===== src/rtl/fetch_pkg.sv =====
// Shared types and decode helpers for the fetch stage: opcodes, FSM states,
// queue entry layout and RISC-V B/J immediate extraction.
package fetch_pkg;

  localparam logic [6:0] OP_BRANCH = 7'b1100011;
  localparam logic [6:0] OP_JAL    = 7'b1101111;
  localparam logic [6:0] OP_JALR   = 7'b1100111;

  typedef enum logic [1:0] {
    ST_FETCH,
    ST_WAIT,
    ST_DROP,
    ST_HALT
  } fetch_state_e;

  typedef struct packed {
    logic [31:0] instr;
    logic [31:0] pc;
    logic        predTaken;
  } fetch_entry_t;

  localparam int ENTRY_W = $bits(fetch_entry_t);

  function automatic logic [31:0] immB(input logic [31:0] instr);
    return {{20{instr[31]}}, instr[7], instr[30:25], instr[11:8], 1'b0};
  endfunction

  function automatic logic [31:0] immJ(input logic [31:0] instr);
    return {{12{instr[31]}}, instr[19:12], instr[20], instr[30:21], 1'b0};
  endfunction

endpackage


===== src/rtl/fetch_queue.sv =====
// Circular FIFO of fetched instructions. Clear wins over push/pop; push on a
// full queue and pop on an empty queue are ignored.
module fetch_queue
  import fetch_pkg::*;
#(
  parameter int QW = 2
) (
  input  logic               clk,
  input  logic               rst_n,
  input  logic               push,
  input  logic [ENTRY_W-1:0] push_data,
  input  logic               pop,
  input  logic               clear,
  output logic [QW:0]        count,
  output logic [ENTRY_W-1:0] head,
  output logic               not_empty
);

  localparam logic [QW:0] FULL = (QW + 1)'(1 << QW);

  logic [ENTRY_W-1:0] mem_q [1 << QW];
  logic [QW-1:0]      head_q, head_d;
  logic [QW-1:0]      tail_q, tail_d;
  logic [QW:0]        count_q, count_d;
  logic               do_push, do_pop;

  assign do_push = push && (count_q != FULL);
  assign do_pop  = pop && (count_q != '0);

  always_comb begin
    // NOTE: every output of this block gets a default first, so no path can
    // leave one unassigned and infer a latch.
    head_d  = head_q;
    tail_d  = tail_q;
    count_d = count_q;
    if (clear) begin
      head_d  = '0;
      tail_d  = '0;
      count_d = '0;
    end else begin
      if (do_push) tail_d = tail_q + 1'b1;
      if (do_pop)  head_d = head_q + 1'b1;
      if (do_push && !do_pop)      count_d = count_q + 1'b1;
      else if (do_pop && !do_push) count_d = count_q - 1'b1;
    end
  end

  // NOTE: state flops use non-blocking assignments so every flop samples
  // values from before the edge, independent of statement order.
  always_ff @(posedge clk or negedge rst_n) begin
    if (!rst_n) begin
      head_q  <= '0;
      tail_q  <= '0;
      count_q <= '0;
    end else begin
      head_q  <= head_d;
      tail_q  <= tail_d;
      count_q <= count_d;
    end
  end

  // NOTE: storage is deliberately not reset; an entry is only read once
  // count says it was written, so reset would just add fan-out.
  always_ff @(posedge clk) begin
    if (do_push && !clear) mem_q[tail_q] <= push_data;
  end

  assign head      = mem_q[head_q];
  assign count     = count_q;
  assign not_empty = (count_q != '0);

endmodule


===== src/rtl/instruction_fetcher.sv =====
// Fetch stage: owns the PC, issues single outstanding icache requests, applies
// branch prediction and buffers results. FETCHER_JAL_REDIRECT_EN enables JAL redirect.
module instruction_fetcher
  import fetch_pkg::*;
#(
  parameter int          QUEUE_WIDTH = 2,
  parameter logic [31:0] RESET_PC    = 32'h0
) (
  input  logic        clockIn,
  input  logic        resetIn,
  output logic        icacheReq,
  output logic [31:0] icacheAddr,
  input  logic        icacheValid,
  input  logic [31:0] icacheInstr,
  output logic [31:0] predAddr,
  output logic        predValid,
  input  logic        predJump,
  input  logic        flushValid,
  input  logic [31:0] flushPc,
  output logic        outValid,
  output logic [31:0] outInstr,
  output logic [31:0] outPc,
  output logic        outPredTaken,
  input  logic        outReady
);

  localparam logic [QUEUE_WIDTH:0] DEPTH = (QUEUE_WIDTH + 1)'(1 << QUEUE_WIDTH);

  fetch_state_e           state_q, state_d;
  logic [31:0]            pc_q, pc_d;
  logic [31:0]            next_pc;
  logic                   pred_taken;
  logic                   is_jalr;
  logic                   q_push, q_clear, q_pop;
  logic [QUEUE_WIDTH:0]   q_count;
  logic [ENTRY_W-1:0]     q_head_bits;
  fetch_entry_t           q_in, q_head;

  always_comb begin
    next_pc    = pc_q + 32'd4;
    pred_taken = 1'b0;
    is_jalr    = 1'b0;
    unique case (icacheInstr[6:0])
      OP_BRANCH: begin
        pred_taken = predJump;
        if (predJump) next_pc = pc_q + immB(icacheInstr);
      end
`ifdef FETCHER_JAL_REDIRECT_EN
      OP_JAL: begin
        pred_taken = 1'b1;
        next_pc    = pc_q + immJ(icacheInstr);
      end
`endif
      OP_JALR: begin
        next_pc = pc_q;
        is_jalr = 1'b1;
      end
      default: ;
    endcase
  end

  // A flush overrides everything; a response still in flight must be dropped.
  always_comb begin
    state_d   = state_q;
    pc_d      = pc_q;
    icacheReq = 1'b0;
    q_push    = 1'b0;
    q_clear   = 1'b0;
    if (flushValid) begin
      q_clear = 1'b1;
      pc_d    = flushPc;
      state_d = (state_q == ST_WAIT && !icacheValid) ? ST_DROP : ST_FETCH;
    end else begin
      unique case (state_q)
        ST_FETCH: begin
          if (resetIn && q_count < DEPTH) begin
            icacheReq = 1'b1;
            state_d   = ST_WAIT;
          end
        end
        ST_WAIT: begin
          if (icacheValid) begin
            q_push  = 1'b1;
            pc_d    = next_pc;
            state_d = is_jalr ? ST_HALT : ST_FETCH;
          end
        end
        ST_DROP: begin
          if (icacheValid) state_d = ST_FETCH;
        end
        ST_HALT: ;
        default: state_d = ST_FETCH;
      endcase
    end
  end

  always_ff @(posedge clockIn or negedge resetIn) begin
    if (!resetIn) begin
      state_q <= ST_FETCH;
      pc_q    <= RESET_PC;
    end else begin
      state_q <= state_d;
      pc_q    <= pc_d;
    end
  end

  assign q_in  = '{instr: icacheInstr, pc: pc_q, predTaken: pred_taken};
  assign q_pop = outValid && outReady;

  fetch_queue #(.QW(QUEUE_WIDTH)) u_queue (
    .clk       (clockIn),
    .rst_n     (resetIn),
    .push      (q_push),
    .push_data (q_in),
    .pop       (q_pop),
    .clear     (q_clear),
    .count     (q_count),
    .head      (q_head_bits),
    .not_empty (outValid)
  );

  assign q_head       = fetch_entry_t'(q_head_bits);
  assign outInstr     = q_head.instr;
  assign outPc        = q_head.pc;
  assign outPredTaken = q_head.predTaken;
  assign icacheAddr   = pc_q;
  assign predAddr     = pc_q;
  assign predValid    = icacheReq;

endmodule


===== config.mk =====
export PLATFORM = sky130hd
export DESIGN_NAME = instruction_fetcher
export DESIGN_NICKNAME = d
export VERILOG_FILES = /design/src/rtl/fetch_pkg.sv /design/src/rtl/fetch_queue.sv /design/src/rtl/instruction_fetcher.sv
export SDC_FILE = /design/constraint.sdc
export NUM_CORES = 1
export LEC_CHECK = 0
export CAP_MARGIN = 20
export CORE_MARGIN = 1
export CORE_UTILIZATION = 45
export DETAILED_ROUTE_END_ITERATION = 6
export PLACE_DENSITY = 0.68
export SLEW_MARGIN = 20
export SYNTH_ARGS = -nofsm -noshare
export SYNTH_HDL_FRONTEND = slang
export SYNTH_HIERARCHICAL = 1
export SYNTH_SLANG_ARGS = --single-unit

===== constraint.sdc =====
create_clock -name clockIn -period 9.1 [get_ports clockIn]
set_clock_uncertainty 0.1 [all_clocks]
set_input_delay 1.365 -clock clockIn [delete_from_list [all_inputs] [get_ports clockIn]]
set_output_delay 1.365 -clock clockIn [all_outputs]
set_load 0.02 [all_outputs]

==> results of run 1 <==
-- final timing paths --
path | startpoint | end | slack (ps) | cells after the start
max | u_queue/head_q[0]$_DFFE_PN0P_ | outInstr[25] | 4270 | 3
min | u_queue/tail_q[1]$_DFFE_PN0P_ | u_queue/tail_q[1]$_DFFE_PN0P_ | 500 | 2
max reg2reg | icacheAddr[1]$_DFFE_PN0P_ | icacheAddr[31]$_DFFE_PN0P_ | 5960 | 11
min reg2reg | u_queue/tail_q[1]$_DFFE_PN0P_ | u_queue/tail_q[1]$_DFFE_PN0P_ | 500 | 2
max in group asynchronous | resetIn | u_queue/head_q[0]$_DFFE_PN0P_ | 7570 | 2
min in group asynchronous | resetIn | icacheAddr[23]$_DFFE_PN0P_ | 850 | 2
-- layer usage --
layer	share of wire (%)	wire length, µm	GRT usage (%)
met2	49	16700	35.5
met5	0	0	0
met3	5.9	2020	3.80
met4	1.9	635	5.57
met1	43	14700	29.2
-- metrics by stage --
stage	worst slack (ps)	area [µm²]	hold slack (ps)	utilization [%]
5_1_grt	4040	17600	536	56.0
2_1_floorplan	1630	14400	454	-
6_report	4270	17600	501	56.0
4_1_cts	4150	17600	506	55.9
3_5_place_dp	4190	16400	495	52.2
3_3_place_gp	4250	16400	483	52.2
-- cell type report --
cell class                      count  share of cell area, %
Tap cell                          402                   2.85
Multi-Input combinational cell    572                   27.7
Timing Repair Buffer              215                   12.0
Clock buffer                       41                   5.22
Clock inverter                     22                   1.54
Inverter                           24                  0.511
Sequential cell                   301                   50.2
-- layout by cell type, fill, tap and decap left out, drive strengths merged, types with 6 or more instances in the layout --
| cell | count |
|---|---|
| xnor2 | 16 |
| a211oi | 11 |
| mux4 | 65 |
| xor2 | 10 |
| nand2 | 60 |
| clkinv | 14 |
| nand3 | 21 |
| nor3 | 17 |
| o21ai | 53 |
| inv | 25 |
| and3 | 10 |
| a21o | 16 |
| o211ai | 6 |
| ha | 39 |
| a31oi | 13 |
| a21oi | 65 |
| edfxtp | 260 |
| nand4 | 9 |
| o22ai | 6 |
| o31ai | 7 |
| nor3b | 6 |
| bufinv | 6 |
| clkbuf | 41 |
| nor2 | 55 |
| clkdlybuf4s50 | 199 |
| dfrtp | 41 |
| buf | 16 |
-- kinds of logic (layout without fill, tap and decap cells) --
logic type               after synthesis  count (layout)
adder cells (fa/ha/maj)               41              41
AND/OR/NAND/NOR                      211             211
buffers and inverters                101             302
multiplexers                          71              71
XOR/XNOR                              26              26
flip-flops                           301             301
AO/OA/AOI/OAI                        223             223
-- worst max-delay path, cell delays in order (launching register included) --
cell             delay, ps
dfrtp_4                850
buf_4                  780
mux4_2                 610
clkdlybuf4s50_1        580
-- registers in the layout, indices dropped and copies added (netlist names) --
signal	cells
u_queue/head_q	2
u_queue/tail_q	2
state_q	2
icacheAddr	32
u_queue/mem_q	260
u_queue/count	3
-- power groups by stage --
stage | Sequential [µW] | Combinational (µW) | Clock, µW
after floorplan | 1640 | 432 | 0
after global placement | 1650 | 641 | 0
after detailed placement | 1660 | 644 | 0
after CTS | 1630 | 648 | 1470
after global routing | 1640 | 699 | 1520
final | 1630 | 646 | 1430
==> results.toml, run 1 <==
[timing]
hold_viol_final = 0
max_freq_ghz = 0.207
finalSetupViolations = 0
fin_crit_sh_pct = 53.1
slew-limit-headroom_pct = 29.9
worstMarginPinSlew_ps = 1050
final.min_clock_period_ps = 4830
maxSlewViolCount = 0
rsz0062_at_grt = "false"
setup_tns_ps = 0

[power]
peakVddDrop_mv = 0.145
p_comb_share_pct = 17.4
power.total_uw = 3710
clockPowerShare_pct = 38.7
p_per_area_nw_per_um2 = 210
power_frac_seq_pct = 43.9
p_leak_uw = 0.00596
internal_power_uw = 2740
p_sw_uw = 965
swShare_pct = 26.0

[global_routing]
grt_pass1_wl_mm = 53.2
grt_usage_pct = 21.4
grt-ovfl-total = 0
grt_pass1_vias = 9011
grt_max_degree = 67
antenna_found_initial = 0

[drt]
drc = 0
dr.pass1.iters = 5
dr_total_vias = 9125
ant_nets = 0
vias_per_cell = 5.79
routedWlPerCell_um = 21.6
drt-total-wl_mm = 34.1
drtIter0Drc = 758

[clocking]
cts_buffer_depth = 3
cts_tree = "yes"
htreeDepth = 2
clk_latency_ps = 520
holdBufCountCts = 0
cts_resized = 0
cts_sinks = 301
numCtsBuffers = 35
cts_setup_buffers = 0
path_clk_slew_ps = 60
root_buffer = "clkbuf_16"

[final_layout]
multi_input_area_um2 = 4880
diodes = 0
stdcell_count = 1577
drive_gt1_share_pct = 14.6
ff_latch_area_um2 = 8840
final.fill_count = 2521
fin_nets = 1260
syn2layout_area_growth_pct = 22.7

[logic_synthesis]
synthMuxAreaShare_pct = 10.6
synthTopCellsByCount = "260 x edfxtp_1, 65 x mux4_2, 62 x a21oi_1"
synth_simple_gate_area_share_pct = 7.33
yosysMostFrequentCell = "edfxtp_1"
synth-adder-area-share_pct = 3.68
synthFlopType = "edfxtp_1"
postSynth.asyncResetShare_pct = 13.6
avgSynthCellArea_um2 = 14.7
synth_area_leaders = "edfxtp_1 54%, mux4_2 10%, dfrtp_1 7.1%"
synth-edff-count = 260
yosys.area.top_type_share_pct = 54.4
yosys_warnings = 6
synthCells = 974
synth.distinct_cells = 87
synth-seq-cells = 301
synth_xor_area_share_pct = 1.59
synth_top_area_cell = "edfxtp_1"
synth.cell_area_um2 = 14400
synth-compound-area-share_pct = 10.6
synth_top_family_by_area = "compound AO/OA/AOI/OAI gates"
synthesis.nets = 1085
ys_seq_area_share_pct = 61.5

[critical_path]
worstPathRequired_ps = 7640
critPathLaunchType = "register"
cp_data_arrival_time_ps = 3360
worstSetupEndpointType = "primary output"
path_class = "register to primary output"
path_max_fanout = 40

[floorplanning]
die_h_um = 181
start_util_pct = 45.6
rows = 65
die_w_um = 181
dieArea_um2 = 32600
io_pins = 202
design.core.area_um2 = 31500

[run_status]
status = "complete, no violations"

[hold_path]
hold_class = "register to register"

[placement]
gp_congestion = 0.910
port_buffers = 201
place_hpwl_mm = 22.1
dp.cells = 1513

[job]
drv_cap = 0
(Power assumes the default switching activity.)
==> run 2, diff against run 1 <==
clock period = 4.8 ns   (was 9.1 ns; I/O delays follow)
==> results.toml, run 2 (synthesis results as in run 1) <==
[drt]
vias_per_cell = 5.82
drtIter0Drc = 717
drc = 0
ant_nets = 0
dr.pass1.iters = 5
drt-total-wl_mm = 34.7
routedWlPerCell_um = 22.0
dr_total_vias = 9173

[global_routing]
grt_pass1_vias = 9175
grt_pass1_wl_mm = 53.9
antenna_found_initial = 1
grt-ovfl-total = 0
grt_max_degree = 68
grt_usage_pct = 21.4

[placement]
gp_congestion = 0.865
pre_cts_ws_ps = 995
dp.cells = 1522
place_hpwl_mm = 22.9
port_buffers = 201

[critical_path]
cp-endpoint = "outInstr[8]"
critPathLaunchType = "register"
ff2ff_setup_slack_ps = 1710
startpoint = "u_queue/head_q[0]$_DFFE_PN0P_"
reg2reg_depth = 9
path_class = "register to primary output"
regToRegStartpoint = "icacheAddr[2]$_DFFE_PN0P_"
cp_data_arrival_time_ps = 2930
timing.rr.end = "icacheAddr[28]$_DFFE_PN0P_"
worstSetupEndpointType = "primary output"
path_max_fanout = 43
worstPathRequired_ps = 3980

[power]
peakVddDrop_mv = 0.263
p_per_area_nw_per_um2 = 374
power.total_uw = 6500
p_leak_uw = 0.00586

[floorplanning]
design.core.area_um2 = 31500
start_util_pct = 45.6
die_w_um = 181
dieArea_um2 = 32600
io_pins = 202
rows = 65
die_h_um = 181

[hold_path]
hold_class = "input port to asynchronous set/reset pin"

[final_layout]
utilization_pct = 55.3
fin_nets = 1263
drive_gt1_share_pct = 14.1
mostFrequentLayoutCells = "260 x edfxtp_1, 199 x clkdlybuf4s50_1, 65 x mux4_2"
final.fill_count = 2570
top_register = "u_queue/mem_q"
largest_reg_flops = 260
syn2layout_area_growth_pct = 21.3
final_common_cell = "edfxtp_1"
stdcell_count = 1577

[clocking]
htreeDepth = 1
cts_tree = "yes"
path_clk_slew_ps = 60
numCtsBuffers = 30
root_buffer = "clkbuf_16"
holdBufCountCts = 0
cts_resized = 0
clk_latency_ps = 540
cts_setup_buffers = 0
cts_sinks = 301
cts_buffer_depth = 3

[timing]
maxSlewViolCount = 0
fin_crit_sh_pct = 78.1
worstMarginPinSlew_ps = 734
max_freq_ghz = 0.267
hold_viol_final = 0
layout_setup_ws_ps = 1050
finalSetupViolations = 0
final.min_clock_period_ps = 3750
slew-limit-headroom_pct = 51.1
rsz0062_at_grt = "false"

[job]
drv_cap = 0

[run_status]
status = "complete, no violations"
## run 2: critical path, stage by stage (launching register included)
cell,delay (ps)
dfrtp_4,770
buf_12,380
mux4_2,600
clkdlybuf4s50_1,560
## run 2: worst min-delay path by stage
stage / start / to / slack, ps / depth (start not counted)
4_1_cts: resetIn / icacheAddr[23]$_DFFE_PN0P_ / 270 / 2
3_3_place_gp: icacheAddr[0]$_DFFE_PN0P_ / u_queue/mem_q[2][1]$_DFFE_PP_ / 450 / 0
2_1_floorplan: resetIn / icacheAddr[0]$_DFFE_PN0P_ / 320 / 0
5_1_grt: resetIn / icacheAddr[20]$_DFFE_PN0P_ / 300 / 2
3_5_place_dp: icacheAddr[0]$_DFFE_PN0P_ / u_queue/mem_q[3][1]$_DFFE_PP_ / 490 / 0
6_report: resetIn / icacheAddr[23]$_DFFE_PN0P_ / 260 / 2
## run 2: final cells by class
class / count / area, µm² / area share [%]
clock inverters: 16 / 98.8 / 0.568
multi-input cells: 572 / 4880 / 28.0
repair buffers: 223 / 2190 / 12.6
inverters: 24 / 90.1 / 0.517
flip-flops and latches: 301 / 8840 / 50.8
clock buffers: 38 / 802 / 4.61
diodes: 1 / 2.50 / 0.0144
well taps: 402 / 503 / 2.89
## run 2: through the flow
step,hold WS (ps),TNS [ps],instance area (µm²)
after global routing,300,0,17400
after CTS,267,0,17400
after global placement,450,0,16500
after detailed placement,488,0,16500
final,256,0,17400
after floorplan,324,-525850,14400
## run 2: report_power, final
group | internal (µW) | switching [µW]
Clock | 1220 | 941
Combinational | 573 | 680
Sequential | 2940 | 145
Total | 4740 | 1770
## run 2: per-layer routing
layer / vias up / wire length [µm] / track usage [%]
li1: 4168 / - / -
met2: 349 / 16700 / 35.1
met1: 4604 / 15300 / 30.4
met3: 52 / 2110 / 2.87
met5: - / 0 / 0
met4: 0 / 599 / 5.06
==> run 3, diff against run 2 <==
PLACE_DENSITY = 0.7   (was 0.68)
clock period = 3.1 ns   (was 4.8 ns; I/O delays follow)
==> results.toml, run 3 (synthesis results as in run 1) <==
[critical_path]
worstPathCellList = "buf_12 -> mux4_2 -> clkdlybuf4s50_1"
path_delay_family = "buffers and inverters"
path_class = "register to primary output"
worstPathRequired_ps = 2530
cp_data_arrival_time_ps = 2430
path_max_fanout = 39
regToRegStartpoint = "icacheAddr[2]$_DFFE_PN0P_"
reg2reg_depth = 10
critPathLaunchType = "register"
cpMaxStageDelayCell = "mux4_2"
ff2ff_setup_slack_ps = 230
worstSetupEndpointType = "primary output"
crit_path_max_incr_delay_ps = 570
path_buf_inv = 2
timing.rr.end = "icacheAddr[29]$_DFFE_PN0P_"

[timing]
fin_crit_sh_pct = 96.8
setup_tns_ps = 0
worstMarginPinSlew_ps = 686
final.min_clock_period_ps = 3000
max_freq_ghz = 0.333
hold_viol_final = 0
rsz0062_at_grt = "false"
slew-limit-headroom_pct = 54.3
finalSetupViolations = 0
maxSlewViolCount = 0

[final_layout]
top_register = "u_queue/mem_q"
mostFrequentLayoutCells = "260 x edfxtp_1, 199 x clkdlybuf4s50_1, 125 x buf_4"
syn2layout_area_growth_pct = 29.8
fin_nets = 1381
largest_reg_flops = 260
final_common_cell = "edfxtp_1"
drive_gt1_share_pct = 22.7

[placement]
place_hpwl_mm = 24.5
port_buffers = 201
gp_congestion = 0.938

[clocking]
cts_tree = "yes"
numCtsBuffers = 34
path_clk_slew_ps = 60
cts_sinks = 301
htreeDepth = 2
cts_buffer_depth = 3
clk_latency_ps = 510
holdBufCountCts = 0
root_buffer = "clkbuf_16"
cts_setup_buffers = 0
cts_resized = 0

[floorplanning]
io_pins = 202
start_util_pct = 45.6
dieArea_um2 = 32600
die_h_um = 181
die_w_um = 181
rows = 65
design.core.area_um2 = 31500

[power]
peakVddDrop_mv = 0.436
clockPowerShare_pct = 35.8
power.total_uw = 10900
p_leak_uw = 0.00657
p_sw_uw = 2920
power_frac_seq_pct = 43.0
p_comb_share_pct = 21.2
p_per_area_nw_per_um2 = 584
swShare_pct = 26.8
internal_power_uw = 7970

[global_routing]
antenna_found_initial = 1
grt_usage_pct = 22.6
grt-ovfl-total = 0
grt_max_degree = 66
grt_pass1_wl_mm = 56.3
grt_pass1_vias = 9903

[drt]
dr.pass1.iters = 5
drtIter0Drc = 747
drc = 0
vias_per_cell = 5.68
drt-total-wl_mm = 36.3
routedWlPerCell_um = 21.3
dr_total_vias = 9650
ant_nets = 0

[hold_path]
hold_class = "input port to asynchronous set/reset pin"

[run_status]
status = "complete, no violations"

[job]
drv_cap = 0
[run 3: changes by cell type in the layout (fill, tap and decap cells not counted), sizes merged]
cell / previous run / this run
clkbuf: 38 / 51
clkinv: 15 / 7
buf: 24 / 138
clkinvlp: 0 / 3
[run 3: layout make-up]
cell class | count | area (µm²)
clock inverter | 11 | 109
inverter | 24 | 90.1
antenna | 1 | 2.50
fill | 2417 | 12800
multi-input combinational | 572 | 4930
clock buffer | 51 | 996
sequential | 301 | 8840
timing repair buffer | 337 | 3160
tap | 402 | 503
[run 3: layer usage]
layer	GRT usage [%]	routed length (µm)
met3	4.41	2440
met1	29.5	15000
met5	0	0
met4	7.28	976
met2	38.1	17800
[run 3: power groups by stage]
stage	Combinational [µW]	Clock, µW	Sequential (µW)
after detailed placement	2300	0	4760
final	2310	3900	4680
after global routing	2490	4130	4690
after floorplan	1290	0	4820
after CTS	2320	3980	4680
after global placement	2280	0	4760
[run 3: how the worst max path moves through the flow]
stage	startpoint	endpoint	slack (ps)	cells past startpoint
3_3_place_gp	icacheInstr[8]	icacheAddr[29]$_DFFE_PN0P_	-250	12
4_1_cts	u_queue/head_q[0]$_DFFE_PN0P_	outPredTaken	50	3
2_1_floorplan	flushValid	u_queue/mem_q[0][0]$_DFFE_PP_	-120	5
5_1_grt	u_queue/head_q[0]$_DFFE_PN0P_	outPredTaken	4	3
3_5_place_dp	icacheInstr[8]	icacheAddr[29]$_DFFE_PN0P_	-270	12
6_report	u_queue/head_q[0]$_DFFE_PN0P_	outPredTaken	100	3
[run 3: through the flow]
| step | cells | utilization (%) | hold slack, ps | area, µm² | worst slack [ps] |
|---|---|---|---|---|---|
| global route | 1698 | 59.2 | 61.0 | 18600 | 4.46 |
| CTS | 1698 | 59.2 | 22.3 | 18600 | 49.6 |
| floorplan | 974 | - | 69.4 | 14400 | -118 |
| global placement | 1636 | 55.7 | 463 | 17500 | -249 |
| finish | 1699 | 59.2 | 26.1 | 18600 | 100 |
| detailed placement | 1636 | 55.7 | 482 | 17500 | -267 |
